**src/rtl/exu_wbck_arb_pkg.sv**
```systemverilog
// Shared parameters and types for the EXU write-back arbiter.
package exu_wbck_arb_pkg;

    // Default datapath widths for the core's register file write port.
    localparam int XLEN            = 32;
    localparam int RFIDX_WIDTH     = 5;

    // Default number of consecutive LSU grants tolerated while the ALU waits.
    localparam int WBCK_STARVE_MAX = 4;

    // Which requester owns the write port in the current cycle.
    typedef enum logic [1:0] {
        GNT_NONE = 2'd0,
        GNT_ALU  = 2'd1,
        GNT_LSU  = 2'd2
    } wbck_gnt_e;

    // Width of a counter that must represent 0..max_val inclusive.
    function automatic int cnt_width(input int max_val);
        return (max_val < 1) ? 1 : $clog2(max_val + 1);
    endfunction

endpackage

```
**src/rtl/exu_wbck_arb.sv**
```systemverilog
// Write-back arbiter: shares the register file write port between the
// single-cycle ALU and the multi-cycle LSU. The LSU has fixed priority, but
// after STARVE_MAX consecutive LSU grants with the ALU waiting, the ALU is
// forced through. The write reaches the register file one cycle after grant.
module exu_wbck_arb
    import exu_wbck_arb_pkg::*;
#(
    parameter int XLEN_P        = XLEN,
    parameter int RFIDX_WIDTH_P = RFIDX_WIDTH,
    parameter int STARVE_MAX    = WBCK_STARVE_MAX
) (
    input  logic                     clk,
    input  logic                     rst,
    input  logic                     alu_wbck_i_valid,
    output logic                     alu_wbck_i_ready,
    input  logic [XLEN_P-1:0]        alu_wbck_i_wdat,
    input  logic [RFIDX_WIDTH_P-1:0] alu_wbck_i_rdidx,
    input  logic                     lsu_wbck_i_valid,
    output logic                     lsu_wbck_i_ready,
    input  logic [XLEN_P-1:0]        lsu_wbck_i_wdat,
    input  logic [RFIDX_WIDTH_P-1:0] lsu_wbck_i_rdidx,
    output logic                     rf_wbck_o_ena,
    output logic [XLEN_P-1:0]        rf_wbck_o_wdat,
    output logic [RFIDX_WIDTH_P-1:0] rf_wbck_o_rdidx,
    output logic                     wbck_idle
);

    localparam int              CNT_W        = cnt_width(STARVE_MAX);
    localparam logic [CNT_W-1:0] STARVE_MAX_C = CNT_W'(STARVE_MAX);
    localparam logic [CNT_W-1:0] CNT_ONE_C    = CNT_W'(1);

    // x0 is hard-wired zero: a write to it is accepted but never enabled.
    function automatic logic is_rf_write(input logic [RFIDX_WIDTH_P-1:0] idx);
        return (idx != {RFIDX_WIDTH_P{1'b0}});
    endfunction

    logic [CNT_W-1:0]         starve_cnt_q;
    logic [CNT_W-1:0]         starve_cnt_d;
    logic                     ena_q;
    logic                     ena_d;
    logic [XLEN_P-1:0]        wdat_q;
    logic [XLEN_P-1:0]        wdat_d;
    logic [RFIDX_WIDTH_P-1:0] rdidx_q;
    logic [RFIDX_WIDTH_P-1:0] rdidx_d;

    logic      force_alu_s;
    logic      lsu_ready_s;
    logic      alu_ready_s;
    wbck_gnt_e gnt_src_s;

    // Grant: LSU first unless the ALU has waited STARVE_MAX LSU grants; nothing granted in reset.
    always_comb begin
        force_alu_s = (starve_cnt_q == STARVE_MAX_C);
        lsu_ready_s = rst & lsu_wbck_i_valid & ~(force_alu_s & alu_wbck_i_valid);
        alu_ready_s = rst & alu_wbck_i_valid & ~lsu_ready_s;
        if (lsu_ready_s) begin
            gnt_src_s = GNT_LSU;
        end else if (alu_ready_s) begin
            gnt_src_s = GNT_ALU;
        end else begin
            gnt_src_s = GNT_NONE;
        end
    end

    // Starvation counter: counts LSU grants that overtook a waiting ALU request.
    always_comb begin
        starve_cnt_d = starve_cnt_q;
        if (alu_ready_s || !alu_wbck_i_valid) begin
            starve_cnt_d = {CNT_W{1'b0}};
        end else if (lsu_ready_s) begin
            if (starve_cnt_q != STARVE_MAX_C) begin
                starve_cnt_d = starve_cnt_q + CNT_ONE_C;
            end else begin
                starve_cnt_d = starve_cnt_q;
            end
        end else begin
            starve_cnt_d = starve_cnt_q;
        end
    end

    // Output stage next state: load the granted payload, otherwise hold data and drop enable.
    always_comb begin
        ena_d   = 1'b0;
        wdat_d  = wdat_q;
        rdidx_d = rdidx_q;
        case (gnt_src_s)
            GNT_LSU: begin
                ena_d   = is_rf_write(lsu_wbck_i_rdidx);
                wdat_d  = lsu_wbck_i_wdat;
                rdidx_d = lsu_wbck_i_rdidx;
            end
            GNT_ALU: begin
                ena_d   = is_rf_write(alu_wbck_i_rdidx);
                wdat_d  = alu_wbck_i_wdat;
                rdidx_d = alu_wbck_i_rdidx;
            end
            default: begin
                ena_d   = 1'b0;
                wdat_d  = wdat_q;
                rdidx_d = rdidx_q;
            end
        endcase
    end

    // State registers; reset discards any write sitting in the output stage.
    always_ff @(posedge clk or negedge rst) begin
        if (!rst) begin
            starve_cnt_q <= {CNT_W{1'b0}};
            ena_q        <= 1'b0;
            wdat_q       <= {XLEN_P{1'b0}};
            rdidx_q      <= {RFIDX_WIDTH_P{1'b0}};
        end else begin
            starve_cnt_q <= starve_cnt_d;
            ena_q        <= ena_d;
            wdat_q       <= wdat_d;
            rdidx_q      <= rdidx_d;
        end
    end

    // Drive ports; idle is forced high while reset is asserted.
    always_comb begin
        alu_wbck_i_ready = alu_ready_s;
        lsu_wbck_i_ready = lsu_ready_s;
        rf_wbck_o_ena    = ena_q;
        rf_wbck_o_wdat   = wdat_q;
        rf_wbck_o_rdidx  = rdidx_q;
        if (rst) begin
            wbck_idle = ~alu_wbck_i_valid & ~lsu_wbck_i_valid & ~ena_q;
        end else begin
            wbck_idle = 1'b1;
        end
    end

endmodule

```
**config.mk**
```make
export PLATFORM = sky130hd
export DESIGN_NAME = exu_wbck_arb
export DESIGN_NICKNAME = d
export VERILOG_FILES = /design/src/rtl/exu_wbck_arb_pkg.sv /design/src/rtl/exu_wbck_arb.sv
export SDC_FILE = /design/constraint.sdc
export NUM_CORES = 1
export LEC_CHECK = 0
export CAP_MARGIN = 20
export CORE_ASPECT_RATIO = 2
export CORE_MARGIN = 3
export CORE_UTILIZATION = 35
export CTS_CLUSTER_SIZE = 25
export DETAILED_ROUTE_END_ITERATION = 7
export GPL_ROUTABILITY_DRIVEN = 0
export PLACE_DENSITY = 0.73
export SLEW_MARGIN = 15
export SYNTH_ARGS = -nofsm -noshare
export SYNTH_HDL_FRONTEND = slang
export SYNTH_SLANG_ARGS = --single-unit
```
**constraint.sdc**
```tcl
create_clock -name clk -period 2.2 [get_ports clk]
set_clock_uncertainty 0.1 [all_clocks]
set_input_delay 0.44 -clock clk [delete_from_list [all_inputs] [get_ports clk]]
set_output_delay 0.44 -clock clk [all_outputs]
set_load 0.005 [all_outputs]
```
==> results of run 1 <==
-- final cells by class --
cell class                 count  area (um^2)
tap                           84        105.1
timing repair buffer         136         1336
clock buffer                   7        152.6
sequential                    41         1026
clock inverter                 1        5.005
multi-input combinational    174         1028
fill                         559         2391
inverter                       3        11.26
-- cell usage in the layout, fill, tap and decap left out, types with 3 or more instances in the layout --
cell             count
buf_4               16
dlygate4sd2_1        4
a21oi_1             39
clkbuf_16            5
dfrtp_1             41
nand3_1              3
clkdlybuf4s50_1    113
a41oi_1             37
nand2_1              3
nor2_1              38
o21ai_0             36
-- worst max-delay path, stage by stage, from the launching register on --
cell	delay (ps)
dfrtp_1	390
inv_1	90
ha_4	150
nand3_1	100
and3_1	210
dlygate4sd2_1	260
-- metal layers --
layer,part of all wire,GRT usage,vias to the layer above,wire length [um]
met4,0.020,0.07618,0,155
met2,0.57,0.3966,80,4384
met5,0,0,-,0
met1,0.36,0.2188,1170,2738
met3,0.046,0.03707,12,347
li1,-,-,1153,-
-- final timing paths --
kind	slack, ps	endpoint	from	cells after the start
min in group clk	390	starve_cnt_q[1]$_DFFE_PN0P_	rst	3
hold / removal	100	rf_wbck_o_ena$_DFF_PN0_	rst	2
max in group asynchronous	1240	rf_wbck_o_rdidx[1]$_DFFE_PN0P_	rst	2
setup / recovery	160	lsu_wbck_i_ready	starve_cnt_q[1]$_DFFE_PN0P_	5
hold reg to reg	420	rf_wbck_o_wdat[20]$_DFFE_PN0P_	rf_wbck_o_wdat[20]$_DFFE_PN0P_	2
setup reg to reg	540	rf_wbck_o_wdat[6]$_DFFE_PN0P_	starve_cnt_q[1]$_DFFE_PN0P_	6
-- cells by family after synthesis --
family | count (synthesis) | share of synthesized area
AO/OA/AOI/OAI | 123 | 0.3554
adder cells (fa/ha/maj) | 2 | 0.01134
buffers and inverters | 32 | 0.07483
flip-flops | 41 | 0.4649
AND/OR/NAND/NOR | 49 | 0.09354
-- repair_timing --
action,CTS,global route
hold buffers,1,0
setup endpoints to repair,3,0
gates resized for setup,7,0
setup buffers,2,0
endpoints found under the hold margin,3,0
-- power by group through the flow --
| stage | Clock [uW] | Combinational (uW) | Sequential [uW] |
|---|---|---|---|
| after floorplan | 0 | 211 | 916 |
| after global placement | 0 | 622 | 908 |
| after detailed placement | 0 | 632 | 909 |
| after CTS | 789 | 638 | 897 |
| after global routing | 805 | 686 | 907 |
| final | 771 | 630 | 897 |
-- state kept, by name (all words and copies together) (netlist names) --
name	flops
rf_wbck_o_ena	1
rf_wbck_o_rdidx	5
starve_cnt_q	3
rf_wbck_o_wdat	32
-- metrics by stage --
stage / TNS (ps) / utilization
after floorplan: 0 / -
after global placement: -332.5 / 0.5738
after detailed placement: -322.3 / 0.5738
after CTS: 0 / 0.6052
after global routing: 0 / 0.6052
final: 0 / 0.6052
==> run summary, run 1 <==
GLOBAL ROUTE
----------------------------------------------------------------------------------------------------
Pin count of the biggest net entering global routing                                              64
Initial antenna violation count                                                                    0
Global-route wire length before repair                                                      12.31 mm
Global routing usage summed across all routing layers                                         0.2067
Via count of the first global-routing pass                                                      2490
Gr ovfl total                                                                                      0

SETUP PATH
----------------------------------------------------------------------------------------------------
Critical path required time                                                                  1660 ps
Setup Crit Path Kind                                                                         reg2out
Maximum fanout along the worst path                                                                4
Worst path arrival time                                                                      1500 ps
Type of element launching the critical path                                                flip-flop
Worst setup EP type                                                                      output port

FLOORPLAN
----------------------------------------------------------------------------------------------------
Number of cell rows                                                                               40
Total die area                                                                             7352 um^2
CORE AREA                                                                                  6056 um^2
# IOs                                                                                            119
Vertical die dimension                                                                      118.3 um
Effective utilization at floorplan                                                            0.3645
Die X-Extent                                                                                62.15 um

TIMING
----------------------------------------------------------------------------------------------------
Count of final max-slew check failures                                                             0
Worst hold margin                                                                           95.53 ps
Setup violators final                                                                              0
Actual slew at the worst max-slew pin                                                       680.8 ps
Final hold vios                                                                                    0
RSZ-0062 raised after global routing                                                           false
Post-layout minimum cycle time                                                               2042 ps
Worst Setup Slack, final                                                                    157.6 ps
Achievable Freq                                                                           0.4896 GHz
Worst-case headroom to the max-slew limit                                                     0.5461
Final period util                                                                             0.9284

YOSYS
----------------------------------------------------------------------------------------------------
Proportion of synthesized chip area in sequential cells                                       0.4649
Post-synth top cells                                                                    dfrtp_1 (41), a21oi_1 (39), nor2_1 (38), a41oi_1 (37), o21ai_0 (36)
Synthesized netlist cell count                                                                   247
Post-synth EDFFs                                                                                   0
Commonest register cell after synthesis                                                      dfrtp_1
Largest cells by area after synthesis                                                   dfrtp_1 (46%), a41oi_1 (15%), a21oi_1 (8.8%)
Net count of the mapped netlist                                                                  327
Post-synth cell types                                                                             26
Most frequently used cell type in the post-synthesis netlist                                 dfrtp_1
Synth warn                                                                                         0
Post-synthesis async set-or-reset flop share                                                   1.000
Share of the synthesized area in the top cell type                                            0.4649
Cell area after synthesis                                                                  2207 um^2
Dominant cell type by area after synthesis                                                   dfrtp_1
Average cell area after synthesis                                                         8.936 um^2
Register bit count reported by yosys                                                              41

PWR
----------------------------------------------------------------------------------------------------
Sw power                                                                                    591.1 uW
Net Sw Frac                                                                                   0.2572
Int Pwr                                                                                      1707 uW
Power Total                                                                                  2298 uW
Combinational fraction of design power                                                         0.274
Pwr Density                                                                             627.0 nW/um^2
Proportion of power drawn by the clock network                                                 0.335
Worst voltage drop across the vdd grid                                                     0.3322 mV
Leakage dissipation                                                                      0.001402 uW
Relative contribution of sequential cells to total power                                       0.390

FINISH
----------------------------------------------------------------------------------------------------
Final std cell area, no fill                                                               3665 um^2
# diodes                                                                                           0
Fraction of final layout cells sized beyond drive strength 1                                 0.08564
Number of cells in the finished layout apart from fillers                                        446
NumNets Final                                                                                    441
Post-synthesis to final-layout area growth                                                    66.04%

PLACED DESIGN
----------------------------------------------------------------------------------------------------
DP HPWL                                                                                     5.220 mm
Instance area after placement                                                              3475 um^2
Number of port buffers                                                                           118
Total instance count after detailed placement                                                    435
Setup WS pre-CTS                                                                           -158.1 ps

CLOCK NETWORK
----------------------------------------------------------------------------------------------------
Number of H-tree levels                                                                            2
Root cell of the clock tree                                                                clkbuf_16
TritonCTS clock tree                                                                            done
Clock latency reported for the late side of the worst-skew pair                               280 ps
# clock sinks                                                                                     41
Clock-pin slew reported for the worst setup and hold paths after clock tree synthesis          60 ps
Number of buffers on the longest clock path                                                        2
Number of buffers created by CTS                                                                   5

DETAILED ROUTING
----------------------------------------------------------------------------------------------------
Drt first-iter violations                                                                        183
Antenna Violating Nets Remaining                                                                   0
Routed wire length                                                                          7.625 mm
Post-route DRC violation count                                                                     0
Number of vias per cell after detailed routing                                                 5.415
First drt pass iteration count                                                                     4
WL/cell                                                                                     17.10 um
Routed via count                                                                                2415

MIN PATH
----------------------------------------------------------------------------------------------------
Worst min path class                                                                        in2async

JOB
----------------------------------------------------------------------------------------------------
Max Cap Violations                                                                                 0

RUN STATUS
----------------------------------------------------------------------------------------------------
Result of the run                                                                       finished clean

No activity file was read; power rests on OpenSTA's default activity.
==> inputs of run 2 (changes only) <==
--- a/config.mk
+++ b/config.mk
@@ -9,7 +9,6 @@
 export CORE_ASPECT_RATIO = 2
 export CORE_MARGIN = 3
 export CORE_UTILIZATION = 35
-export CTS_CLUSTER_SIZE = 25
 export DETAILED_ROUTE_END_ITERATION = 7
 export GPL_ROUTABILITY_DRIVEN = 0
 export PLACE_DENSITY = 0.73
==> results of run 2 <==
The final DEF is identical to that of run 1; final timing and power are the same.
==> inputs of run 3 (changes only) <==
--- a/config.mk
+++ b/config.mk
@@ -7,7 +7,6 @@
 export LEC_CHECK = 0
 export CAP_MARGIN = 20
 export CORE_ASPECT_RATIO = 2
-export CORE_MARGIN = 3
 export CORE_UTILIZATION = 35
 export DETAILED_ROUTE_END_ITERATION = 7
 export GPL_ROUTABILITY_DRIVEN = 0
==> run 3 against run 2 <==
Flip-flop and latch count unchanged. Fmax increased by 1.2%. Die area decreased by 9.6%. Largest cell class unchanged. Cell count decreased by 0.22%.
==> run summary, run 3 (synthesis gave the netlist of run 1 again) <==
FLOORPLAN
----------------------------------------------------------------------------------------------------
Number of cell rows                                                                               40   unchanged
# IOs                                                                                            119   unchanged
Effective utilization at floorplan                                                            0.3645   unchanged
Die X-Extent                                                                                58.15 um   -6.4%
Total die area                                                                             6647 um^2   -9.6%
CORE AREA                                                                                  6056 um^2   unchanged
Vertical die dimension                                                                      114.3 um   -3.4%

GLOBAL ROUTE
----------------------------------------------------------------------------------------------------
Global routing usage summed across all routing layers                                         0.2330   +0.02633
Global-route wire length before repair                                                      11.86 mm   -3.6%
Initial antenna violation count                                                                    0   unchanged
Pin count of the biggest net entering global routing                                              40   -38%
Gr ovfl total                                                                                      0   unchanged
Via count of the first global-routing pass                                                      2474   -0.64%

SETUP PATH
----------------------------------------------------------------------------------------------------
Capture point of the worst path                                                         lsu_wbck_i_ready
Setup Crit Path Kind                                                                         reg2out
Critical path required time                                                                  1660 ps   about the same
Endpoint of the most critical register-to-register path                                 rf_wbck_o_wdat[12]$_DFFE_PN0P_
Maximum fanout along the worst path                                                                4   unchanged
R2R Path Start                                                                          starve_cnt_q[0]$_DFFE_PN0P_
Worst path arrival time                                                                      1480 ps   -20 ps
Type of element launching the critical path                                                flip-flop
Worst setup EP type                                                                      output port
Reg2Reg Depth                                                                                      6   unchanged
Timing startpoint of the critical path                                                  starve_cnt_q[0]$_DFFE_PN0P_
Worst-case register-to-register setup slack                                                   540 ps   about the same

CLOCK NETWORK
----------------------------------------------------------------------------------------------------
Clock latency reported for the late side of the worst-skew pair                               280 ps   about the same
TritonCTS clock tree                                                                            done
Number of buffers on the longest clock path                                                        2   unchanged
Number of buffers created by CTS                                                                   5   unchanged
Clock-pin slew reported for the worst setup and hold paths after clock tree synthesis          60 ps   about the same
# clock sinks                                                                                     41   unchanged
Number of H-tree levels                                                                            2   unchanged
Root cell of the clock tree                                                                clkbuf_16

PLACED DESIGN
----------------------------------------------------------------------------------------------------
Total instance count after detailed placement                                                    437   +0.46%
DP HPWL                                                                                     5.116 mm   -2.0%
Number of port buffers                                                                           118   unchanged
Instance area after placement                                                              3515 um^2   +1.2%
Setup WS pre-CTS                                                                           -309.5 ps   -151.4 ps

TIMING
----------------------------------------------------------------------------------------------------
Actual slew at the worst max-slew pin                                                       422.0 ps   -258.8 ps
Worst-case headroom to the max-slew limit                                                     0.7187   +0.1726
Post-layout minimum cycle time                                                               2019 ps   -23.25 ps
Final hold vios                                                                                    0   unchanged
Final period util                                                                             0.9178   -0.01057
RSZ-0062 raised after global routing                                                           false
Count of final max-slew check failures                                                             0   unchanged
Worst Setup Slack, final                                                                    180.9 ps   +23.25 ps
Setup violators final                                                                              0   unchanged
Worst hold margin                                                                           174.4 ps   +78.83 ps
Achievable Freq                                                                           0.4953 GHz   +1.2%

JOB
----------------------------------------------------------------------------------------------------
Max Cap Violations                                                                                 0   unchanged

DETAILED ROUTING
----------------------------------------------------------------------------------------------------
Antenna Violating Nets Remaining                                                                   0   unchanged
Drt first-iter violations                                                                        184   +0.55%
Post-route DRC violation count                                                                     0   unchanged
Routed wire length                                                                          7.532 mm   -1.2%
First drt pass iteration count                                                                     5   +1
Number of vias per cell after detailed routing                                                 5.616   +3.7%
Routed via count                                                                                2499   +3.5%
WL/cell                                                                                     16.93 um   -1.0%

FINISH
----------------------------------------------------------------------------------------------------
# diodes                                                                                           0   unchanged
NumNets Final                                                                                    441   unchanged
Most frequent standard cell in the layout excluding fill and tap cells                  clkdlybuf4s50_1
Fraction of final layout cells sized beyond drive strength 1                                 0.08310   -0.002533
Post-synthesis to final-layout area growth                                                    66.72%
Fill cells                                                                                       551   -1.4%
Number of cells in the finished layout apart from fillers                                        445   -0.22%
Flip-flop count of the largest register, all copies and words added                               32   unchanged
Final std cell area, no fill                                                               3680 um^2   +0.41%
Highest-count cells in the layout ignoring fill and taps                                clkdlybuf4s50_1 (112), dfrtp_1 (41), a21oi_1 (39)

PWR
----------------------------------------------------------------------------------------------------
Leakage dissipation                                                                      0.001414 uW   +0.86%
Pwr Density                                                                             613.8 nW/um^2   -2.1%
Worst voltage drop across the vdd grid                                                     0.4615 mV   +39%

RUN STATUS
----------------------------------------------------------------------------------------------------
Result of the run                                                                       finished clean

MIN PATH
----------------------------------------------------------------------------------------------------
Worst min path class                                                                        in2async

-- run 3: cell count changes in the layout (fill, tap and decap cells not counted), sizes merged --
cell           previous run  this run
dlygate4sd2               4         3
clkdlybuf4s50           113       112
dlymetal6s2s              0         1
clkdlybuf4s15             0         1
clkinv                    1         0
-- run 3: worst max-delay path, cell delays in order (launching register included) --
cell and delay, ps:
dfrtp_1 400, inv_2 90, ha_4 160, nand3_1 90, and3_1 190, dlygate4sd2_1 270
-- run 3: metrics by stage --
step / TNS (ps) / utilization / power (uW)
2_1_floorplan: 0 / - / 1127
4_1_cts: 0 / 0.6072 / 2285
5_1_grt: 0 / 0.6076 / 2369
3_3_place_gp: -1021 / 0.5804 / 1539
3_5_place_dp: -2157 / 0.5804 / 1549
6_report: 0 / 0.6076 / 2259
-- run 3: where the power goes --
part / internal, uW / total, uW / switching, uW
logic: 385 / 639 / 253
clock network: 445 / 722 / 277
registers: 847 / 898 / 50.3
total: 1680 / 2260 / 581
-- run 3: layout make-up --
type | count | area [um^2] | area share
Clock buffer | 7 | 142.6 | 0.03876
Inverter | 3 | 11.26 | 0.003060
Multi-Input combinational cell | 174 | 1028 | 0.2795
Sequential cell | 41 | 1026 | 0.2788
Tap cell | 84 | 105.1 | 0.02856
Timing Repair Buffer | 136 | 1366 | 0.3713
-- run 3: how the worst min path moves through the flow --
stage | endpoint | slack (ps)
2_1_floorplan | rf_wbck_o_ena$_DFF_PN0_ | 40
4_1_cts | starve_cnt_q[0]$_DFFE_PN0P_ | 170
6_report | rf_wbck_o_wdat[26]$_DFFE_PN0P_ | 170
3_3_place_gp | rf_wbck_o_wdat[29]$_DFFE_PN0P_ | 190
3_5_place_dp | rf_wbck_o_wdat[27]$_DFFE_PN0P_ | 190
5_1_grt | rf_wbck_o_wdat[26]$_DFFE_PN0P_ | 210
-- run 3: repair_timing --
item	4_1_cts	5_1_grt
hold buffers	1	0
endpoints found under the setup margin	3	1
pin swaps	0	0
resized for setup	9	1
endpoints found under the hold margin	5	0
buffers inserted	0	0
-- run 3: per-layer routing --
| layer | part of all wire | vias up | global-route usage | routed length, um |
|---|---|---|---|---|
| met5 | 0 | - | 0 | 0 |
| met4 | 0.028 | 0 | 0.1000 | 208 |
| met3 | 0.040 | 15 | 0.03616 | 298 |
| met2 | 0.56 | 95 | 0.4100 | 4214 |
| met1 | 0.37 | 1231 | 0.2728 | 2811 |
| li1 | - | 1158 | - | - |
